**src/rtl/fifo_sync_prog.sv**
```systemverilog
// Single-clock FIFO with programmable almost-full/almost-empty thresholds,
// standard or first-word-fall-through read mode, sticky error flags and flush.
module fifo_sync_prog #(
  parameter int unsigned WIDTH    = 8,
  parameter int unsigned DEPTH    = 8,
  parameter int unsigned AF_LEVEL = DEPTH - 1,
  parameter int unsigned AE_LEVEL = 1,
  parameter bit          FWFT     = 1'b0
) (
  input  logic                     clk,
  input  logic                     rst,
  input  logic                     flush,
  input  logic                     wr_en,
  input  logic [WIDTH-1:0]         data_in,
  input  logic                     rd_en,
  output logic [WIDTH-1:0]         data_out,
  output logic                     full,
  output logic                     empty,
  output logic                     almost_full,
  output logic                     almost_empty,
  output logic [$clog2(DEPTH):0]   count,
  output logic                     overflow,
  output logic                     underflow
);

  localparam int unsigned AW = $clog2(DEPTH);
  localparam int unsigned CW = AW + 1;

  if (WIDTH < 1 || DEPTH < 2 || (DEPTH & (DEPTH - 1)) != 0 ||
      AF_LEVEL < 1 || AF_LEVEL > DEPTH || AE_LEVEL > DEPTH - 1) begin : g_bad_param
    $error("fifo_sync_prog: illegal parameter combination");
  end

  logic [WIDTH-1:0] mem [DEPTH];
  logic [AW-1:0]    wr_ptr;
  logic [AW-1:0]    rd_ptr;
  logic             wr_acc;
  logic             rd_acc;

  // Status decodes straight from the count register
  assign full         = (count == CW'(DEPTH));
  assign empty        = (count == '0);
  assign almost_full  = (count >= CW'(AF_LEVEL));
  assign almost_empty = (count <= CW'(AE_LEVEL));

  // Flush masks both requests; a full FIFO never writes through a same-cycle read
  assign wr_acc = wr_en && !full && !flush;
  assign rd_acc = rd_en && !empty && !flush;

  always_ff @(posedge clk) begin
    if (wr_acc) mem[wr_ptr] <= data_in;
  end

  always_ff @(posedge clk or posedge rst) begin
    if (rst) begin
      wr_ptr    <= '0;
      rd_ptr    <= '0;
      count     <= '0;
      overflow  <= 1'b0;
      underflow <= 1'b0;
    end else if (flush) begin
      wr_ptr    <= '0;
      rd_ptr    <= '0;
      count     <= '0;
      overflow  <= 1'b0;
      underflow <= 1'b0;
    end else begin
      if (wr_acc) wr_ptr <= wr_ptr + AW'(1);
      if (rd_acc) rd_ptr <= rd_ptr + AW'(1);
      if (wr_acc && !rd_acc)      count <= count + CW'(1);
      else if (rd_acc && !wr_acc) count <= count - CW'(1);
      if (wr_en && full)  overflow  <= 1'b1;
      if (rd_en && empty) underflow <= 1'b1;
    end
  end

  if (FWFT) begin : g_fwft
    // Head word is presented continuously; rd_en acts as the pop acknowledge
    assign data_out = mem[rd_ptr];
  end else begin : g_std
    always_ff @(posedge clk or posedge rst) begin
      if (rst)         data_out <= '0;
      else if (flush)  data_out <= '0;
      else if (rd_acc) data_out <= mem[rd_ptr];
    end
  end

endmodule
```
**config.mk**
```make
export PLATFORM = sky130hd
export DESIGN_NAME = fifo_sync_prog
export DESIGN_NICKNAME = d
export VERILOG_FILES = /design/src/rtl/fifo_sync_prog.sv
export SDC_FILE = /design/constraint.sdc
export NUM_CORES = 1
export LEC_CHECK = 0
export CAP_MARGIN = 20
export CORE_UTILIZATION = 57
export CTS_CLUSTER_DIAMETER = 60
export CTS_CLUSTER_SIZE = 14
export DETAILED_ROUTE_END_ITERATION = 7
export GPL_TIMING_DRIVEN = 0
export PLACE_DENSITY = 0.79
export SLEW_MARGIN = 10
export SYNTH_ARGS = -nofsm -noshare
export SYNTH_HDL_FRONTEND = slang
export SYNTH_SLANG_ARGS = --single-unit
```
**constraint.sdc**
```tcl
create_clock -name clk -period 2.8 [get_ports clk]
set_input_delay 0.42 -clock clk [delete_from_list [all_inputs] [get_ports clk]]
set_output_delay 0.42 -clock clk [all_outputs]
set_load 0.03 [all_outputs]
```
==> impl_metrics.yaml <==
worst_setup_path:
  path_delay_family: "buffers and inverters"
  cp_num_cells: 5
  crit_required_ns: 2.38
  critPathMaxStageDelay_ns: 0.69
  r2r_cells: 6
  critPathArrivalTime_ns: 2.16
  worstPathCellList: "inv_1 -> ha_1 -> nand2b_4 -> nor2_1 -> clkdlybuf4s50_1"
  crit_start: "count[0]$_DFFE_PP0P_"
  r2r_start: "count[0]$_DFFE_PP0P_"
  crit_buf_inv: 2
  cp-end-kind: "output port"
  crit_slowest_cell: "clkdlybuf4s50_1"
  setup.worst_path.end: "empty"
  worst-setup-path-type: "flop to output port"
  reg2reg_to: "mem[4][5]$_DFFE_PP_"
  critPathLaunchType: "flop"
  reg2reg_slack_ns: 0.28
  path_max_fanout: 7
clock_tree:
  numCtsBuffers: 9
  cts_sinks: 84
  h-tree-depth: 3
  cts_buffer_depth: 2
  cts-root-buf: "clkbuf_8"
  cts.clk_slew.worst_paths_ns: 0.09
  postCtsSetupBuffers: 0
  cts_hold_buf: 0
  clk_latency_ns: 0.35
  ctsResizeCount: 0
  cts_tree: "yes"
timing:
  max_freq_mhz: 388
  slew_headroom_pct: 35.0
  slew_violations: 0
  finalCritPeriodShare_pct: 92.1
  min_period_ns: 2.58
  hold_violations: 0
  worstMarginPinSlew_ns: 0.972
  finalSetupViolations: 0
  finalSetupTns_ns: 0
  rsz0062_at_grt: "false"
  skew_ns: 0.0101
place:
  portBuffers: 28
  place.gp.congestion: 0.756
  hpwlAfterDp_mm: 4.28
  place_inst: 316
power:
  power_density_mw_per_mm2: 946
  irDropWorstVdd_mv: 0.617
  p_leak_nw: 1.46
routing:
  drc: 0
  drt_iter0_drc: 123
  vias_per_cell: 5.79
  vias: 1921
  wl_mm: 6.58
  wl_per_cell_um: 19.8
  drtPass1Iterations: 4
  postRouteAntennaNets: 0
synthesis:
  synth_top_area_share_pct: 54.3
  synth_top_cell_by_area: "edfxtp_1"
  ys_warn_count: 0
  yosysMostFrequentCell: "edfxtp_1"
  syn_nets: 232
  seq_area_frac_synth_pct: 68.4
  synth_edf_count: 64
  synth_area_leaders: "edfxtp_1 54%, dfrtp_1 14%, mux4_2 10%, mux2i_1 3.1%, nor2_1 3.0%"
  netlist_area_mm2: 0.00354
  synth_commonest_cells: "64 x edfxtp_1, 28 x nor2_1, 20 x dfrtp_1, 16 x mux4_2, 11 x mux2i_1"
  netlist_instances: 213
  postSynth.asyncResetShare_pct: 23.8
  ys_ff_latch: 84
  synth_ff_type: "edfxtp_1"
  avgSynthCellArea_um2: 16.6
  ys_types: 36
cells_and_area:
  diodes: 0
  nets: 271
  syn2layout_area_growth_pct: 17.3
  seq_area_mm2: 0.00242
  drive_above_1_share_pct: 19.5
  fillerInstances: 396
  final_cells: 332
  multi_input_area_mm2: 0.00104
global_routing:
  antenna_found_initial: 0
  grt_overflow: 0
  grt_first_pass_wirelength_mm: 9.87
  track_usage_pct: 22.7
  grt_pass1_vias: 1850
  grt_max_degree: 21
floorplan:
  die_h_um: 80.8
  placementRows: 28
  start_util_pct: 59.5
  fp.coreArea_mm2: 0.00596
  die_area_mm2: 0.00653
  die_width_um: 80.8
  ios: 31
job:
  drv_cap: 0
hold_path:
  min_path_type: "primary input to flop"
run_status:
  status: "finished, final reports clean"
[worst register-to-register path, cell delays in order (launching register included)]
cell	delay, ns
dfrtp_1	0.45
inv_1	0.11
ha_1	0.28
nand3b_4	0.14
inv_4	0.06
or3_1	0.37
nor2_1	0.74
[kinds of logic (layout without fill, tap and decap cells)]
family	after synthesis	after routing	synth area share, %
buffers and inverters	16	60	2.51
and+or+nand+nor	52	52	7.28
AOI/OAI and AO/OA	22	22	4.84
muxes	28	28	13.6
DFF	84	84	68.4
xor gates and xnor gates	5	5	1.24
adders and majority gates	6	6	2.12
[final cells by class]
cell class	instances	share of cell area (%)
Inverter	4	0.422
Tap cell	75	2.26
Sequential cell	84	58.3
Multi-Input combinational cell	113	25.0
Clock inverter	7	2.50
Clock buffer	9	2.98
Buffer	12	1.72
Timing Repair Buffer	28	6.75
[through the flow]
step	setup WS [ns]	hold WS [ns]	total power, W	util [%]	instance area (um^2)
detailed placement	0.0274	0.503	0.00299	65.9	3930
floorplan	0.263	0.384	0.00256	-	3540
global placement	-0.307	0.477	0.00295	65.7	3920
finish	0.222	0.337	0.00393	69.7	4150
global route	0.0731	0.358	0.00412	69.7	4150
CTS	0.202	0.327	0.00395	69.7	4150
[cells in the final DEF, fill, tap and decap left out, types with 2 or more instances in the layout]
cell | Yosys | final
buf_4 | 4 | 4
nand3_1 | 3 | 3
a21oi_1 | 6 | 6
nand2_1 | 5 | 5
xnor2_1 | 2 | 2
inv_6 | 0 | 4
xor2_1 | 3 | 3
dfrtp_1 | 20 | 20
clkbuf_8 | 0 | 9
clkdlybuf4s50_1 | 0 | 28
bufinv_16 | 0 | 2
ha_1 | 6 | 6
nand2b_1 | 3 | 3
or3_1 | 2 | 2
nor2_1 | 28 | 28
buf_2 | 3 | 3
edfxtp_1 | 64 | 64
clkbuf_1 | 3 | 3
inv_1 | 3 | 3
mux4_2 | 16 | 16
mux2i_1 | 11 | 11
a211oi_1 | 8 | 8
nor2b_1 | 4 | 4
nor3_2 | 0 | 2
[sequential cells by signal, indices dropped and copies added, names as in the netlist]
register	flops
mem	64
data_out	8
count	4
rd_ptr	3
wr_ptr	3
overflow	1
underflow	1
[how the worst min path moves through the flow]
stage	startpoint	end	slack, ns	depth (start not counted)
finish	wr_en	wr_ptr[1]$_DFFE_PP0P_	0.34	3
CTS	wr_en	wr_ptr[1]$_DFFE_PP0P_	0.33	3
global placement	overflow$_DFFE_PP0P_	overflow$_DFFE_PP0P_	0.48	2
global route	wr_en	wr_ptr[1]$_DFFE_PP0P_	0.36	3
detailed placement	underflow$_DFFE_PP0P_	underflow$_DFFE_PP0P_	0.50	2
floorplan	rst	count[0]$_DFFE_PP0P_	0.38	1
[power by group]
group          total (W)  internal [W]  switching, W
sequential       0.00156       0.00147     0.0000925
combinational    0.00140      0.000633      0.000762
clock           0.000976      0.000517      0.000459
total            0.00393       0.00262       0.00131
[routing by layer]
layer	global-route usage [%]	wire [um]	part of all wire (%)
met5	0	0	0
met4	9.11	121	1.8
met3	5.73	369	5.6
met2	37.1	3210	49
met1	29.2	2880	44
Note: power is estimated with default switching activity, not from simulation.
